==> config.mk <==
export PLATFORM = sky130hd
export DESIGN_NAME = usb_protocol_controller_flat
export DESIGN_NICKNAME = d
export VERILOG_FILES = /design/src/rtl/usb_protocol_controller_pkg.sv /design/src/rtl/usb_protocol_controller_if.sv /design/src/rtl/usb_protocol_controller_timeout.sv /design/src/rtl/usb_protocol_controller.sv /design/src/flat_wrapper.sv
export SDC_FILE = /design/constraint.sdc
export NUM_CORES = 1
export LEC_CHECK = 0
export ABC_AREA = 1
export BUFFER_PORTS_ARGS = -buffer_cell sky130_fd_sc_hd__buf_2
export CAP_MARGIN = 40
export CORE_MARGIN = 3
export CORE_UTILIZATION = 48
export CTS_BUF_LIST = sky130_fd_sc_hd__clkbuf_8 sky130_fd_sc_hd__clkbuf_16
export DETAILED_ROUTE_END_ITERATION = 10
export PLACE_DENSITY = 0.81
export SLEW_MARGIN = 15
export SYNTH_ARGS = -nofsm -noshare
export SYNTH_HDL_FRONTEND = slang
export SYNTH_SLANG_ARGS = --single-unit
==> constraint.sdc <==
create_clock -name clk -period 3.8 [get_ports clk]
set_input_delay 0.57 -clock clk [delete_from_list [all_inputs] [get_ports clk]]
set_output_delay 0.57 -clock clk [all_outputs]
set_load 0.005 [all_outputs]
==> src/rtl/usb_protocol_controller_pkg.sv <==
// Shared types for the USB bulk-endpoint transaction controller.
// Packet codes, FSM state encoding and buffer-occupancy width.
package usb_pc_pkg;

  localparam int OCC_W = 7;

  typedef enum logic [2:0] {
    RX_NONE      = 3'b000,
    RX_IN        = 3'b001,
    RX_OUT       = 3'b010,
    RX_ACK       = 3'b011,
    RX_ERR       = 3'b100,
    RX_DATA_DONE = 3'b101,
    RX_NAK       = 3'b110,
    RX_NONE_ALT  = 3'b111
  } rx_packet_t;

  typedef enum logic [1:0] {
    TX_NONE = 2'b00,
    TX_DATA = 2'b01,
    TX_NAK  = 2'b10,
    TX_ACK  = 2'b11
  } tx_packet_t;

  // ST_SPARE is never entered; it exists so an upset encoding recovers to IDLE.
  typedef enum logic [3:0] {
    ST_IDLE     = 4'd0,
    ST_RESERVED = 4'd1,
    ST_IN_WAIT  = 4'd2,
    ST_IN_MODE  = 4'd3,
    ST_IN_NAK   = 4'd4,
    ST_OUT_MODE = 4'd5,
    ST_OUT_WAIT = 4'd6,
    ST_OUT_ACK  = 4'd7,
    ST_OUT_NAK  = 4'd8,
    ST_SPARE    = 4'd9
  } pc_state_t;

endpackage

==> src/rtl/usb_protocol_controller_if.sv <==
// Buffer-status / packet-event bundle between the packet engines and the controller.
// slave = controller side, master = surrounding RX/TX/AHB logic.
interface usb_protocol_controller_if;
  import usb_pc_pkg::*;

  logic [OCC_W-1:0] Buffer_Occupancy;
  logic [OCC_W-1:0] TX_Packet_Data_Size;
  logic             Buffer_Reserved;
  rx_packet_t       RX_Packet;
  logic             RX_Error;
  logic             RX_Transfer_Active;
  logic             RX_Data_Ready;
  logic             TX_Transfer_Active;
  logic             TX_Error;
  logic             D_Mode;
  tx_packet_t       TX_Packet;
  logic             clear;

  modport slave (
    input  Buffer_Occupancy, TX_Packet_Data_Size, Buffer_Reserved, RX_Packet,
    output RX_Error, RX_Transfer_Active, RX_Data_Ready, TX_Transfer_Active,
           TX_Error, D_Mode, TX_Packet, clear
  );

  modport master (
    output Buffer_Occupancy, TX_Packet_Data_Size, Buffer_Reserved, RX_Packet,
    input  RX_Error, RX_Transfer_Active, RX_Data_Ready, TX_Transfer_Active,
           TX_Error, D_Mode, TX_Packet, clear
  );
endinterface

==> src/rtl/usb_protocol_controller_timeout.sv <==
// Idle-bus watchdog for the data-phase states; built only with PC_TIMEOUT_EN.
// Counts while 'count' is high, clears on 'restart', saturates at LIMIT.
module pc_timeout_counter #(
  parameter int unsigned LIMIT = 1024
) (
  input  logic clk,
  input  logic rst,
  input  logic count,
  input  logic restart,
  output logic expire
);
  localparam int W = $clog2(LIMIT + 1);

  logic [W-1:0] cnt;

  assign expire = (cnt == W'(LIMIT));

  always_ff @(posedge clk or posedge rst) begin
    if (rst)                   cnt <= '0;
    else if (restart || !count) cnt <= '0;
    else if (!expire)          cnt <= cnt + 1'b1;
  end
endmodule

==> src/rtl/usb_protocol_controller.sv <==
// Bulk-endpoint transaction FSM: decodes host tokens/handshakes against buffer state.
// Optional watchdog on data-phase states enabled by defining PC_TIMEOUT_EN.
module usb_protocol_controller
  import usb_pc_pkg::*;
(
  input  logic                     clk,
  input  logic                     n_rst,
  usb_protocol_controller_if.slave bus
);
`ifdef PC_TIMEOUT_EN
  parameter int unsigned TIMEOUT_CYCLES = 1024;
`endif

  pc_state_t state, nxt;
  logic      is_in, is_out, is_ack, is_err, is_done, is_nak;
  logic      occ_zero, size_match, expire;

  assign is_in   = (bus.RX_Packet == RX_IN);
  assign is_out  = (bus.RX_Packet == RX_OUT);
  assign is_ack  = (bus.RX_Packet == RX_ACK);
  assign is_err  = (bus.RX_Packet == RX_ERR);
  assign is_done = (bus.RX_Packet == RX_DATA_DONE);
  assign is_nak  = (bus.RX_Packet == RX_NAK);

  assign occ_zero   = (bus.Buffer_Occupancy == '0);
  assign size_match = (bus.Buffer_Occupancy == bus.TX_Packet_Data_Size) &&
                      (bus.TX_Packet_Data_Size != '0);

`ifdef PC_TIMEOUT_EN
  logic any_pkt, timed_state;
  assign any_pkt     = (bus.RX_Packet != RX_NONE) && (bus.RX_Packet != RX_NONE_ALT);
  assign timed_state = (state == ST_OUT_MODE) || (state == ST_OUT_WAIT) ||
                       (state == ST_IN_MODE);

  pc_timeout_counter #(.LIMIT(TIMEOUT_CYCLES)) u_timeout (
    .clk    (clk),
    .rst    (n_rst),
    .count  (timed_state),
    .restart(any_pkt),
    .expire (expire)
  );
`else
  assign expire = 1'b0;
`endif

  always_ff @(posedge clk or posedge n_rst) begin
    if (n_rst) state <= ST_IDLE;
    else       state <= nxt;
  end

  // Tokens take priority over buffer-ownership changes in IDLE/RESERVED.
  always_comb begin
    nxt = state;
    unique case (state)
      ST_IDLE: begin
        if (is_out)                    nxt = occ_zero ? ST_OUT_MODE : ST_OUT_WAIT;
        else if (is_in)                nxt = ST_IN_NAK;
        else if (bus.Buffer_Reserved)  nxt = ST_RESERVED;
      end
      ST_RESERVED: begin
        if (is_out)                    nxt = ST_OUT_WAIT;
        else if (is_in)                nxt = ST_IN_NAK;
        else if (!bus.Buffer_Reserved) nxt = size_match ? ST_IN_WAIT : ST_IDLE;
      end
      ST_IN_WAIT: begin
        if (is_in)       nxt = ST_IN_MODE;
        else if (is_out) nxt = ST_OUT_WAIT;
      end
      ST_IN_MODE: begin
        if (is_ack)      nxt = ST_IDLE;
        else if (is_nak) nxt = ST_IN_NAK;
        else if (expire) nxt = ST_IN_NAK;
      end
      ST_OUT_MODE: begin
        if (is_done)     nxt = ST_OUT_ACK;
        else if (is_err) nxt = ST_OUT_WAIT;
        else if (expire) nxt = ST_OUT_NAK;
      end
      ST_OUT_WAIT: begin
        if (is_done)     nxt = ST_OUT_NAK;
        else if (expire) nxt = ST_OUT_NAK;
      end
      ST_OUT_ACK, ST_OUT_NAK, ST_IN_NAK: nxt = ST_IDLE;
      default:                           nxt = ST_IDLE;
    endcase
  end

  always_comb begin
    bus.RX_Error           = 1'b0;
    bus.RX_Transfer_Active = 1'b0;
    bus.RX_Data_Ready      = 1'b0;
    bus.TX_Transfer_Active = 1'b0;
    bus.TX_Error           = 1'b0;
    bus.D_Mode             = 1'b0;
    bus.TX_Packet          = TX_NONE;
    bus.clear              = 1'b0;
    case (state)
      ST_OUT_MODE: begin
        bus.D_Mode             = 1'b1;
        bus.RX_Transfer_Active = 1'b1;
      end
      ST_OUT_WAIT: begin
        bus.D_Mode             = 1'b1;
        bus.RX_Transfer_Active = 1'b1;
        bus.clear              = 1'b1;
      end
      ST_OUT_ACK: begin
        bus.RX_Data_Ready = 1'b1;
        bus.TX_Packet     = TX_ACK;
      end
      ST_OUT_NAK: begin
        bus.RX_Error  = 1'b1;
        bus.clear     = 1'b1;
        bus.TX_Packet = TX_NAK;
      end
      ST_IN_MODE: begin
        bus.TX_Transfer_Active = 1'b1;
        bus.TX_Packet          = TX_DATA;
      end
      ST_IN_NAK: begin
        bus.TX_Error  = 1'b1;
        bus.clear     = 1'b1;
        bus.TX_Packet = TX_NAK;
      end
      default: ;
    endcase
  end
endmodule

==> src/flat_wrapper.sv <==
// flat-port wrapper written by rule: the top's interface ports become plain ports
module usb_protocol_controller_flat import usb_pc_pkg::*;
  (clk, n_rst, bus_Buffer_Occupancy, bus_TX_Packet_Data_Size, bus_Buffer_Reserved, bus_RX_Packet, bus_RX_Error, bus_RX_Transfer_Active, bus_RX_Data_Ready, bus_TX_Transfer_Active, bus_TX_Error, bus_D_Mode, bus_TX_Packet, bus_clear);
  usb_protocol_controller_if bus_i ();
  input  logic clk;
  input  logic n_rst;
  input wire logic [$bits(bus_i.Buffer_Occupancy)-1:0] bus_Buffer_Occupancy;
  input wire logic [$bits(bus_i.TX_Packet_Data_Size)-1:0] bus_TX_Packet_Data_Size;
  input wire logic [$bits(bus_i.Buffer_Reserved)-1:0] bus_Buffer_Reserved;
  input wire logic [$bits(bus_i.RX_Packet)-1:0] bus_RX_Packet;
  output wire logic [$bits(bus_i.RX_Error)-1:0] bus_RX_Error;
  output wire logic [$bits(bus_i.RX_Transfer_Active)-1:0] bus_RX_Transfer_Active;
  output wire logic [$bits(bus_i.RX_Data_Ready)-1:0] bus_RX_Data_Ready;
  output wire logic [$bits(bus_i.TX_Transfer_Active)-1:0] bus_TX_Transfer_Active;
  output wire logic [$bits(bus_i.TX_Error)-1:0] bus_TX_Error;
  output wire logic [$bits(bus_i.D_Mode)-1:0] bus_D_Mode;
  output wire logic [$bits(bus_i.TX_Packet)-1:0] bus_TX_Packet;
  output wire logic [$bits(bus_i.clear)-1:0] bus_clear;
  assign bus_i.Buffer_Occupancy = bus_Buffer_Occupancy;
  assign bus_i.TX_Packet_Data_Size = bus_TX_Packet_Data_Size;
  assign bus_i.Buffer_Reserved = bus_Buffer_Reserved;
  assign bus_i.RX_Packet = bus_RX_Packet;
  assign bus_RX_Error = bus_i.RX_Error;
  assign bus_RX_Transfer_Active = bus_i.RX_Transfer_Active;
  assign bus_RX_Data_Ready = bus_i.RX_Data_Ready;
  assign bus_TX_Transfer_Active = bus_i.TX_Transfer_Active;
  assign bus_TX_Error = bus_i.TX_Error;
  assign bus_D_Mode = bus_i.D_Mode;
  assign bus_TX_Packet = bus_i.TX_Packet;
  assign bus_clear = bus_i.clear;
  usb_protocol_controller u_core (.clk(clk), .n_rst(n_rst), .bus(bus_i));
endmodule
== Word-level counts from Yosys, hierarchy flattened ==
Cells that the tools add are included.

* Add/subtract/negate cells: 0
* Multiply operators: 0
* Div/mod/pow operators: 0
* $lt $le $gt $ge: 0
* Equal/unequal tests: 21
* Shift operators: 0
* Multiplexer cells: 23
* Bitwise gates (word level): 0
* Reduce and logical (&&, ||, !) cells: 8

{| class="wikitable"
|+ Operator list
! kind !! count
|-
| $mux W4 || 13
|-
| $pmux W4 S6 || 1
|-
| $eq A4 B3 Y1 const B || 4
|-
| $eq A3 B3 Y1 const B || 3
|-
| $ne A3 B1 Y1 const B || 3
|-
| $eq A4 B2 Y1 const B || 2
|-
| $ne A4 B2 Y1 const B || 2
|-
| $eq A7 B7 Y1 || 1
|-
| $logic_not A7 Y1 || 1
|-
| $reduce_bool A7 Y1 || 1
|-
| $eq A3 B2 Y1 const B || 2
|-
| $mux W1 || 6
|-
| $pmux W2 S3 || 1
|-
| $reduce_and A6 Y1 || 1
|-
| $eq A4 B1 Y1 const B || 1
|-
| $eq A4 B4 Y1 const B || 1
|-
| $logic_not A4 Y1 || 1
|-
| $mux W2 || 2
|-
| $reduce_or A2 Y1 || 2
|-
| $eq A3 B1 Y1 const B || 1
|-
| $reduce_or A3 Y1 || 1
|-
| $ne A2 B1 Y1 const B || 1
|-
| $logic_and A1 B1 Y1 || 1
|}

* Bits in registers: 4
* Bits in latches: 0
* Bits in writable memories: 0
* ROM bits: 0
* Input port bits: 20
* Output and inout port bits: 9
* Logic and storage cells: 53
* Memories kept: 0

== Longest topological paths before layout ==
Gate-level depths: netlist of run 1.

* Depth after elaboration: 7
* Mapped depth: 12
* Depth with buffers taken out: 12

== Least setup slack after synthesis of run 1 ==
OpenSTA, ideal clock, no wires.

* Kind: flip-flop to output port
* Start: register u_core.state[1]
* End: output bus_TX_Packet[1]
* Data arrival time: 990 ps
* Path slack: 2,240 ps
* Stages on the path, launching flop included: 6
* Cell sequence: dfrtp_1 > inv_1 > nand2_1 > nor3_1 > nor2_1 > o21ai_0

* Cells in the longest elaborated chain, start to end: 3
* Elaborated cells between the ends (all ways): 6
* Classes of those cells: eq/ne: 4; mux: 1; reduce/logical: 1

{| class="wikitable"
|+ RTL lines
! element !! line !! source
|-
| from (decl) || usb_protocol_controller.sv:14 || <nowiki>pc_state_t state, nxt;</nowiki>
|-
| from (signal assigned) || usb_protocol_controller.sv:48 || <nowiki>else state <= nxt;</nowiki>
|-
| $eq A4 B4 Y1 / $eq A4 B3 Y1 (equally long branches) || usb_protocol_controller.sv:97 || <nowiki>case (state)</nowiki>
|-
| $reduce_or A2 Y1 (no line) || -- ||
|-
| $pmux W2 S3 * || usb_protocol_controller.sv:97 ||
|-
| to (decl) || flat_wrapper.sv:17 || <nowiki>output wire logic [$bits(bus_i.TX_Packet)-1:0] bus_TX_Packet;</nowiki>
|}

Every way passes the cells marked *; elsewhere a longest branch is shown, timed or not.

== Final worst setup path of run 1 ==
* Start: register u_core.state[0]
* End: output bus_TX_Packet[1]

The elaborated chain is that of the path after synthesis.

==> qor.txt, run 1 <==
status - completed
clk_lat worst skew - 0.22 ns
Setup TNS Final - 0 ns
r2r setup slk - 2.34 ns
Core Footprint - 1170 um2
# Post-CTS Setup Buffers - 0
Syn-to-layout area delta - 30.6%
overflow left after global routing - 0
ratio of cells with drive above 1 in the final layout - 24.7%
1st-iter DRT viols - 31
Final Hold Viols - 0
max reg flops - 4
commonest non-fill, non-tap cell in the layout - nand2_1
Slew HR - 84.0%
# hold bufs at CTS - 0
number of global-route vias before repair - 669
hpwl dp - 1.33 mm
Area contributors post-synth - nand2_1, inv_1, dfrtp_1, nand3_1, nor2_1
Mapped Nets - 144
power density over cell area - 480 nW/um2
drt drc - 0
met3 wire length - 151 um
largest delay contributor family on the critical path - flip-flops
placed cell areas - 776 um2
critical path cell sequence - inv_1 > nand2_1 > nor3_1 > nor2_1 > o21ai_0 > buf_2
CP Data Required Time - 3.23 ns
Max Used Layer - met4
fin nets - 176
Most flops, register - u_core.state
PostCTS Resize Cnt - 0
Final GP Congestion - 0.846
post-synthesis sequential area ratio - 16.0%
Final Worst Setup Slack - 1.86 ns
synthesis-stage register bit count - 4
Chip Height - 42.1 um
clock slew at reported path FFs - 0.03 ns
min cycle time layout - 1.94 ns
# clock sinks - 4
leakage power - 0.581 nW
Critical Path AT - 1.37 ns
Yosys cell types - 17
io pins - 29
type of the worst setup path - register to output port
Buf/Inv on CP - 2
Layout Cells excl Fill - 168
Critical Path Sink Type - output port
routed vias - 824
Die Wd - 42.1 um
syn_area_per_cell - 5.05 um2
most frequent cells in the layout - nand2_1, inv_1, buf_2
CP max stage cell - dfrtp_1
min-delay worst type - input pin to async pin
pin count of the biggest net entering global routing - 8
DR WL/cell - 9.35 um
max cap viols - 0
Synth Instances - 124
H-Tree Depth - 1
met2 wire length - 720 um
antenna fix cells - 0
Die ar. - 1770 um2
Starting Density - 53.4%
Peak VDD IR - 0.294 mV
Setup Skew - 0.00211 ns
post-DR vias/cell - 4.90
cell area after layout - 817 um2
worst-path fanout max - 5
CTS root buf - clkbuf_8
initial antenna violation count - 0
RSZ-0062 raised after global routing - no
Largest stage delay, worst path - 0.41 ns
fin crit share - 51.1%
Cells after DPL - 165
Fillers - 107
clk buf depth - 2
Synth area leader - nand2_1
IO Port Bufs - 28
Met1 Wirelength - 685 um
crit path launch type - register
fmax - 515 MHz
first-pass GRT wire length - 2.57 mm
cell row count - 12
CTS tree - yes
top flop regs - u_core.state x4
final setup fails - 0
mapped cell area - 626 um2
GRT Total Usage - 18.1%
Slew Limit Fails - 0
dpl ws - 2.11 ns
Pre-antenna DRT Iters - 4
actual slew at the worst max-slew pin - 0.237 ns
routed wire length - 1.57 mm
total CTS buffers - 3
synthesis warning total - 0
Synth top area share - 25.2%
Post-DRT Antenna Nets - 0
-- cell families after synthesis --
logic type | share of synthesized area, %
simple gates | 54.4
buf+inv | 21.0
compound gates | 8.60
flops | 16.0
-- cell type report --
cell class                      instances  area, um2  area share (%)
Tap cell                               14       17.5            2.14
Inverter                               33        124            15.2
Multi-Input combinational cell         86        394            48.2
Sequential cell                         4        100            12.3
Clock buffer                            3       41.3            5.05
Timing Repair Buffer                   28        140            17.2
-- path summary, 6_finish.rpt --
check	start	to	depth (start not counted)
hold reg to reg	u_core.state[0]	u_core.state[0]	2
setup reg to reg	u_core.state[3]	u_core.state[1]	10
setup / recovery	u_core.state[0]	bus_TX_Packet[1]	6
max in group asynchronous	n_rst	u_core.state[0]	2
hold / removal	n_rst	u_core.state[2]	2
min in group clk	u_core.state[0]	u_core.state[0]	2
-- power breakdown --
group	switching [mW]	leakage, nW	internal [mW]
clock	0.0224	0.0216	0.0676
combinational	0.142	0.507	0.0854
sequential	0.0166	0.0526	0.0577
-- metal layers --
metal,up-vias,GRT usage (%)
met5,-,0
met4,0,8.07
met3,4,4.72
met2,41,29.9
met1,346,21.7
li1,433,-
-- cells in the mapped netlist --
library cell  number
a21oi_1            1
a31oi_2            1
buf_4              1
dfrtp_1            4
inv_1             32
inv_2              1
nand2_1           42
nand2_2            2
nand3_1           12
nand3_2            1
nand4_1            3
nor2_1            12
nor2_4             1
nor3_1             5
o21ai_0            4
o21ai_2            1
o21bai_1           1
-- stage by stage --
step | util (%) | hold WS [ns] | power [mW]
final | 69.8 | 0.229 | 0.392
after global routing | 69.8 | 0.253 | 0.427
after CTS | 69.8 | 0.231 | 0.391
after detailed placement | 66.2 | 0.461 | 0.295
after global placement | 66.2 | 0.456 | 0.291
after floorplan | - | 0.336 | 0.233
Note: power is estimated with default switching activity, not from simulation.
==> inputs of run 2 (changes only) <==
- ABC_AREA: 1 -> 0
- CORE_UTILIZATION: 48 -> 47
- PLACE_DENSITY: 0.81 -> 0.77
- clock period: 3.8 -> 1.8 ns (I/O delays scaled with it)
==> qor.txt, run 2 <==
1st-iter DRT viols - 9 (-71%)
max cap viols - 0 (unchanged)
drt drc - 0 (unchanged)
synthesis warning total - 0 (unchanged)
Most flops, register - u_core.state
Slew HR - 73.4% (-11 points)
max reg flops - 4 (unchanged)
Fillers - 121 (+13%)
routed wire length - 1.95 mm (+24%)
Final GP Congestion - 0.815 (-3.7%)
number of global-route vias before repair - 701 (+4.8%)
top flop regs - u_core.state x4
ratio of cells with drive above 1 in the final layout - 49.2% (+25 points)
Util after Layout - 70.4% (+0.64 points)
IO Port Bufs - 28 (unchanged)
H-Tree Depth - 1 (unchanged)
fmax - 547 MHz
initial antenna violation count - 0 (unchanged)
Slew Limit Fails - 0 (unchanged)
final setup fails - 1 (+1)
post-DR vias/cell - 5.74 (+17%)
pin count of the biggest net entering global routing - 15 (+7)
Synth area leader - dfrtp_1
Core Footprint - 1380 um2 (+18%)
Pre-antenna DRT Iters - 4 (unchanged)
crit path launch type - register
reg-to-reg critical path startpoint - u_core.state[2]
CTS root buf - clkbuf_8
commonest non-fill, non-tap cell in the layout - buf_2
actual slew at the worst max-slew pin - 0.394 ns (+0.156 ns)
Die ar. - 2060 um2 (+16%)
Synth Instances - 92 (-26%)
total CTS buffers - 3 (unchanged)
post-synthesis async set-or-reset flop share - 100% (unchanged)
most frequent cells in the layout - buf_2, nor2_1, nor3_1, nand2_1, buf_4
Area contributors post-synth - dfrtp_1, buf_6, xnor2_1, clkbuf_8, a21oi_1
# clock sinks - 4 (unchanged)
Starting Density - 52.7% (-0.75 points)
Mapped Nets - 112 (-22%)
min-delay worst type - input pin to async pin
Setup Skew - 0.00102 ns (-0.00109 ns)
post-synthesis sequential area ratio - 13.7% (-2.3 points)
io pins - 29 (unchanged)
synthesis-stage register bit count - 4 (unchanged)
fin nets - 148 (-16%)
Die Wd - 45.4 um (+7.7%)
min cycle time layout - 1.83 ns
cell row count - 13 (+1)
clk_lat worst skew - 0.22 ns (about the same)
Syn-to-layout area delta - 33.7%
clock slew at reported path FFs - 0.03 ns (about the same)
overflow left after global routing - 0 (unchanged)
Synth top area share - 13.7% (-11 points)
hpwl dp - 1.45 mm (+9.0%)
clk buf depth - 2 (unchanged)
Post-synth top flop - dfrtp_1
Chip Height - 45.4 um (+7.7%)
Peak VDD IR - 0.918 mV (+210%)
FF-to-FF End - u_core.state[0]
CTS tree - yes
Yosys cell types - 39 (+22)
type of the worst setup path - register to register
Final Worst Setup Slack - -0.0286 ns (-1.89 ns)
number of flops mapped to enable cells by yosys - 0 (unchanged)
most frequent cells after synthesis - a21oi_1, nor2_1, nor3_1
GRT Total Usage - 19.6% (+1.6 points)
antenna fix cells - 0 (unchanged)
status - complete, but fails checks
Final Hold Viols - 0 (unchanged)
fin crit share - 102%
mapped cell area - 728 um2 (+16%)
RSZ-0062 raised after global routing - yes
Critical Path AT - 1.97 ns (+0.60 ns)
first-pass GRT wire length - 3.05 mm (+19%)
failing checks - setup timing
DR WL/cell - 13.8 um (+48%)
Post-DRT Antenna Nets - 0 (unchanged)
leakage power - 0.435 nW (-25%)
r2r setup slk - -0.03 ns (-2.37 ns)
syn_area_per_cell - 7.92 um2 (+57%)
power density over cell area - 1330 nW/um2 (+180%)
routed vias - 809 (-1.8%)
Critical Path Sink Type - register
CP Data Required Time - 1.94 ns (-1.29 ns)
worst-path fanout max - 6 (+1)
Setup TNS Final - -0.0286 ns (-0.0286 ns)
worst r2r path cells - 7 (-3)
## run 2: cell types whose count changed in the layout (fill, tap and decap cells not counted), sizes merged, moves of 5 or more
cell and change:
nand3 -12, inv -30, buf +10, nor2 -5, xnor2 +5, nand2 -38, a21oi +8
## run 2: cell families after synthesis
logic type             Yosys count  share of synthesized area (%)
multiplexers                     1                           1.37
AND/OR/NAND/NOR                 42                           35.4
buffers and inverters           11                           14.4
AO/OA/AOI/OAI                   27                           26.6
XOR/XNOR                         7                           8.42
flip-flops                       4                           13.7
## run 2: final cells by class
| cell class | instances | area (um2) | share of cell area (%) |
|---|---|---|---|
| sequential | 4 | 103 | 10.5 |
| multi-input combinational | 77 | 559 | 57.5 |
| clock buffer | 3 | 41.3 | 4.24 |
| timing repair buffer | 39 | 240 | 24.7 |
| inverter | 3 | 11.3 | 1.16 |
| tap | 15 | 18.8 | 1.93 |
## run 2: timing repair
item / 4_1_cts / 5_1_grt
hold buffers: 1 / 0
buffers inserted: 1 / 0
resized for setup: 4 / 10
endpoints found under the hold margin: 4 / 0
pin swaps: 3 / 1
endpoints found under the setup margin: 6 / 7
## run 2: critical path: stages, from the launching register on
cell and delay (ns):
dfrtp_1 0.38, buf_6 0.13, nor3_2 0.16, o21ai_1 0.09, a311oi_2 0.29, a21oi_4 0.09, or4_4 0.49, a21oi_2 0.13
## run 2: how the worst max path moves through the flow
stage	start	endpoint	slack [ns]
6_report	u_core.state[2]	u_core.state[0]	-0.03
5_1_grt	u_core.state[2]	u_core.state[0]	-0.11
4_1_cts	u_core.state[1]	u_core.state[2]	-0.02
3_5_place_dp	u_core.state[0]	u_core.state[0]	-0.05
3_3_place_gp	u_core.state[0]	u_core.state[0]	0.003
2_1_floorplan	u_core.state[0]	u_core.state[0]	0.1
## run 2: metal layers
metal | GRT usage, % | part of all wire, %
met3 | 3.98 | 4.7
met4 | 2.34 | 0
met2 | 29.7 | 48
met5 | 0 | 0
met1 | 29.3 | 47
## run 2: power breakdown
part	total [mW]	internal (mW)	switching (mW)	leakage (nW)
logic	0.926	0.461	0.465	0.364
clock network	0.187	0.142	0.0446	0.0216
registers	0.183	0.129	0.0533	0.0492
total	1.30	0.733	0.563	0.435
## run 2: through the flow
| step | hold slack [ns] | area [um2] | instances | worst slack (ns) | total power [mW] |
|---|---|---|---|---|---|
| 2_1_floorplan | 0.0361 | 728 | 92 | 0.0951 | 0.758 |
| 3_3_place_gp | 0.147 | 861 | 136 | 0.00261 | 0.930 |
| 3_5_place_dp | 0.155 | 861 | 136 | -0.0481 | 0.951 |
| 4_1_cts | 0.475 | 930 | 141 | -0.0174 | 1.18 |
| 5_1_grt | 0.486 | 973 | 141 | -0.114 | 1.40 |
| 6_report | 0.474 | 973 | 141 | -0.0286 | 1.30 |
==> inputs of run 3 (changes only) <==
- GPL_TIMING_DRIVEN: default -> 0
- RECOVER_POWER: default -> 100
==> qor.txt, run 3 (synthesis gave the netlist of run 2 again) <==
Sw Share - 43.3% (-0.16 points)
cell row count - 13 (unchanged)
failing checks - setup timing
Final GP Congestion - 0.823 (+0.96%)
leakage power - 0.441 nW (+1.3%)
Combinational Power Share - 72.3% (+0.8 points)
# clock sinks - 4 (unchanged)
Starting Density - 52.7% (unchanged)
H-Tree Depth - 1 (unchanged)
Die Wd - 45.4 um (unchanged)
Internal - 0.732 mW (-0.16%)
min-delay worst type - input pin to async pin
Chip Height - 45.4 um (unchanged)
antenna fix cells - 0 (unchanged)
total CTS buffers - 3 (unchanged)
io pins - 29 (unchanged)
crit path launch type - register
Pre-antenna DRT Iters - 4 (unchanged)
Slew Limit Fails - 0 (unchanged)
Switch Pwr - 0.558 mW (-0.80%)
Syn-to-layout area delta - 36.8%
Setup Skew - 0.00149 ns (+0.000469 ns)
max reg flops - 4 (unchanged)
worst-path fanout max - 10 (+4)
Die ar. - 2060 um2 (unchanged)
min cycle time layout - 1.81 ns (-0.0216 ns)
power density over cell area - 1300 nW/um2 (-2.7%)
hpwl dp - 1.44 mm (-0.66%)
Peak VDD IR - 0.806 mV (-12%)
GRT Total Usage - 20.0% (+0.42 points)
CTS root buf - clkbuf_8
first-pass GRT wire length - 3.11 mm (+2.0%)
Core Footprint - 1380 um2 (unchanged)
Fillers - 103 (-15%)
max cap viols - 0 (unchanged)
1st-iter DRT viols - 23 (+14)
RSZ-0062 raised after global routing - yes
fin crit share - 100% (-1.2 points)
clk_lat worst skew - 0.21 ns (about the same)
routed vias - 820 (+1.4%)
Most flops, register - u_core.state
most frequent cells in the layout - buf_2, nor2_1, clkbuf_8, nor3_1, nand2_1
status - complete, but fails checks
DR WL/cell - 14.0 um (+1.1%)
top flop regs - u_core.state x4
Critical Path Sink Type - output port
fin nets - 148 (unchanged)
actual slew at the worst max-slew pin - 0.296 ns (-0.0976 ns)
Setup TNS Final - -0.0124 ns (+0.0162 ns)
number of global-route vias before repair - 761 (+8.6%)
final setup fails - 2 (+1)
Final Worst Setup Slack - -0.00695 ns (+0.0216 ns)
Util after Layout - 72.0% (+1.6 points)
Clock Power Share - 14.3% (about the same)
commonest non-fill, non-tap cell in the layout - buf_2
Post-DRT Antenna Nets - 0 (unchanged)
ratio of cells with drive above 1 in the final layout - 47.6% (-1.6 points)
fmax - 553 MHz (+1.2%)
overflow left after global routing - 0 (unchanged)
clock slew at reported path FFs - 0.03 ns (about the same)
Final Hold Viols - 0 (unchanged)
clk buf depth - 2 (unchanged)
pin count of the biggest net entering global routing - 11 (-4)
Slew HR - 80.0% (+6.5 points)
post-DR vias/cell - 5.82 (+1.4%)
initial antenna violation count - 0 (unchanged)
CTS tree - yes
routed wire length - 1.97 mm (+1.1%)
Flop pwr share - 13.4% (-0.7 points)
IO Port Bufs - 27 (-3.6%)
drt drc - 0 (unchanged)
type of the worst setup path - register to output port
Critical Path AT - 1.54 ns (-0.43 ns)
CP Data Required Time - 1.53 ns (-0.41 ns)
-- run 3: through the flow --
step	total power [mW]	hold slack, ns	cell area (um2)	worst slack (ns)	std cells
floorplan	0.758	0.0361	728	0.0951	92
global placement	0.931	0.147	882	-0.0265	134
detailed placement	0.948	0.151	882	-0.0447	134
CTS	1.21	0.490	961	-0.0295	140
global route	1.39	0.517	996	-0.0597	141
finish	1.29	0.496	996	-0.00695	141
-- run 3: final cells by class --
class | count | area, um2 | share of cell area (%)
Tap cell | 15 | 18.8 | 1.88
Buffer | 8 | 93.8 | 9.42
Sequential cell | 4 | 101 | 10.2
Inverter | 3 | 11.3 | 1.13
Clock buffer | 3 | 41.3 | 4.15
Timing Repair Buffer | 31 | 166 | 16.7
Multi-Input combinational cell | 77 | 563 | 56.5
-- run 3: worst max-delay path: stages, from the launching register on --
cell      delay (ns)
dfrtp_1         0.40
buf_6           0.15
clkbuf_8        0.16
or3b_4          0.37
a21oi_2         0.12
buf_2           0.12
-- run 3: path summary, 6_finish.rpt --
check | from | endpoint | slack [ns] | cells past startpoint
setup / recovery | u_core.state[1] | bus_clear | -0.007 | 5
hold / removal | n_rst | u_core.state[1] | 0.50 | 3
setup reg to reg | u_core.state[1] | u_core.state[0] | -0.007 | 7
hold reg to reg | u_core.state[3] | u_core.state[2] | 0.62 | 2
max in group asynchronous | n_rst | u_core.state[2] | 1.13 | 3
min in group clk | bus_RX_Packet[0] | u_core.state[2] | 0.52 | 4
-- run 3: power groups by stage --
stage	Sequential, mW	Combinational, mW	Clock (mW)
global placement	0.165	0.767	0
floorplan	0.156	0.603	0
CTS	0.169	0.848	0.191
finish	0.173	0.932	0.185
detailed placement	0.165	0.784	0
global route	0.178	1.01	0.196
-- run 3: layer usage --
| metal | track usage (%) | routed length [um] | vias to the layer above | part of all wire, % |
|---|---|---|---|---|
| met5 | 0 | 0 | - | 0 |
| met4 | 6.43 | 53 | 0 | 2.7 |
| met3 | 4.78 | 105 | 6 | 5.3 |
| met2 | 32.8 | 997 | 34 | 51 |
| met1 | 25.7 | 815 | 377 | 41 |
| li1 | - | - | 403 | - |
-- run 3: timing repair --
item / 4_1_cts / 5_1_grt
gates resized for setup: 4 / 8
setup buffers: 1 / 1
pin swaps: 3 / 9
hold buffers: 1 / 0
endpoints found under the hold margin: 4 / 0
cloned: 1 / 0
endpoints found under the setup margin: 4 / 8
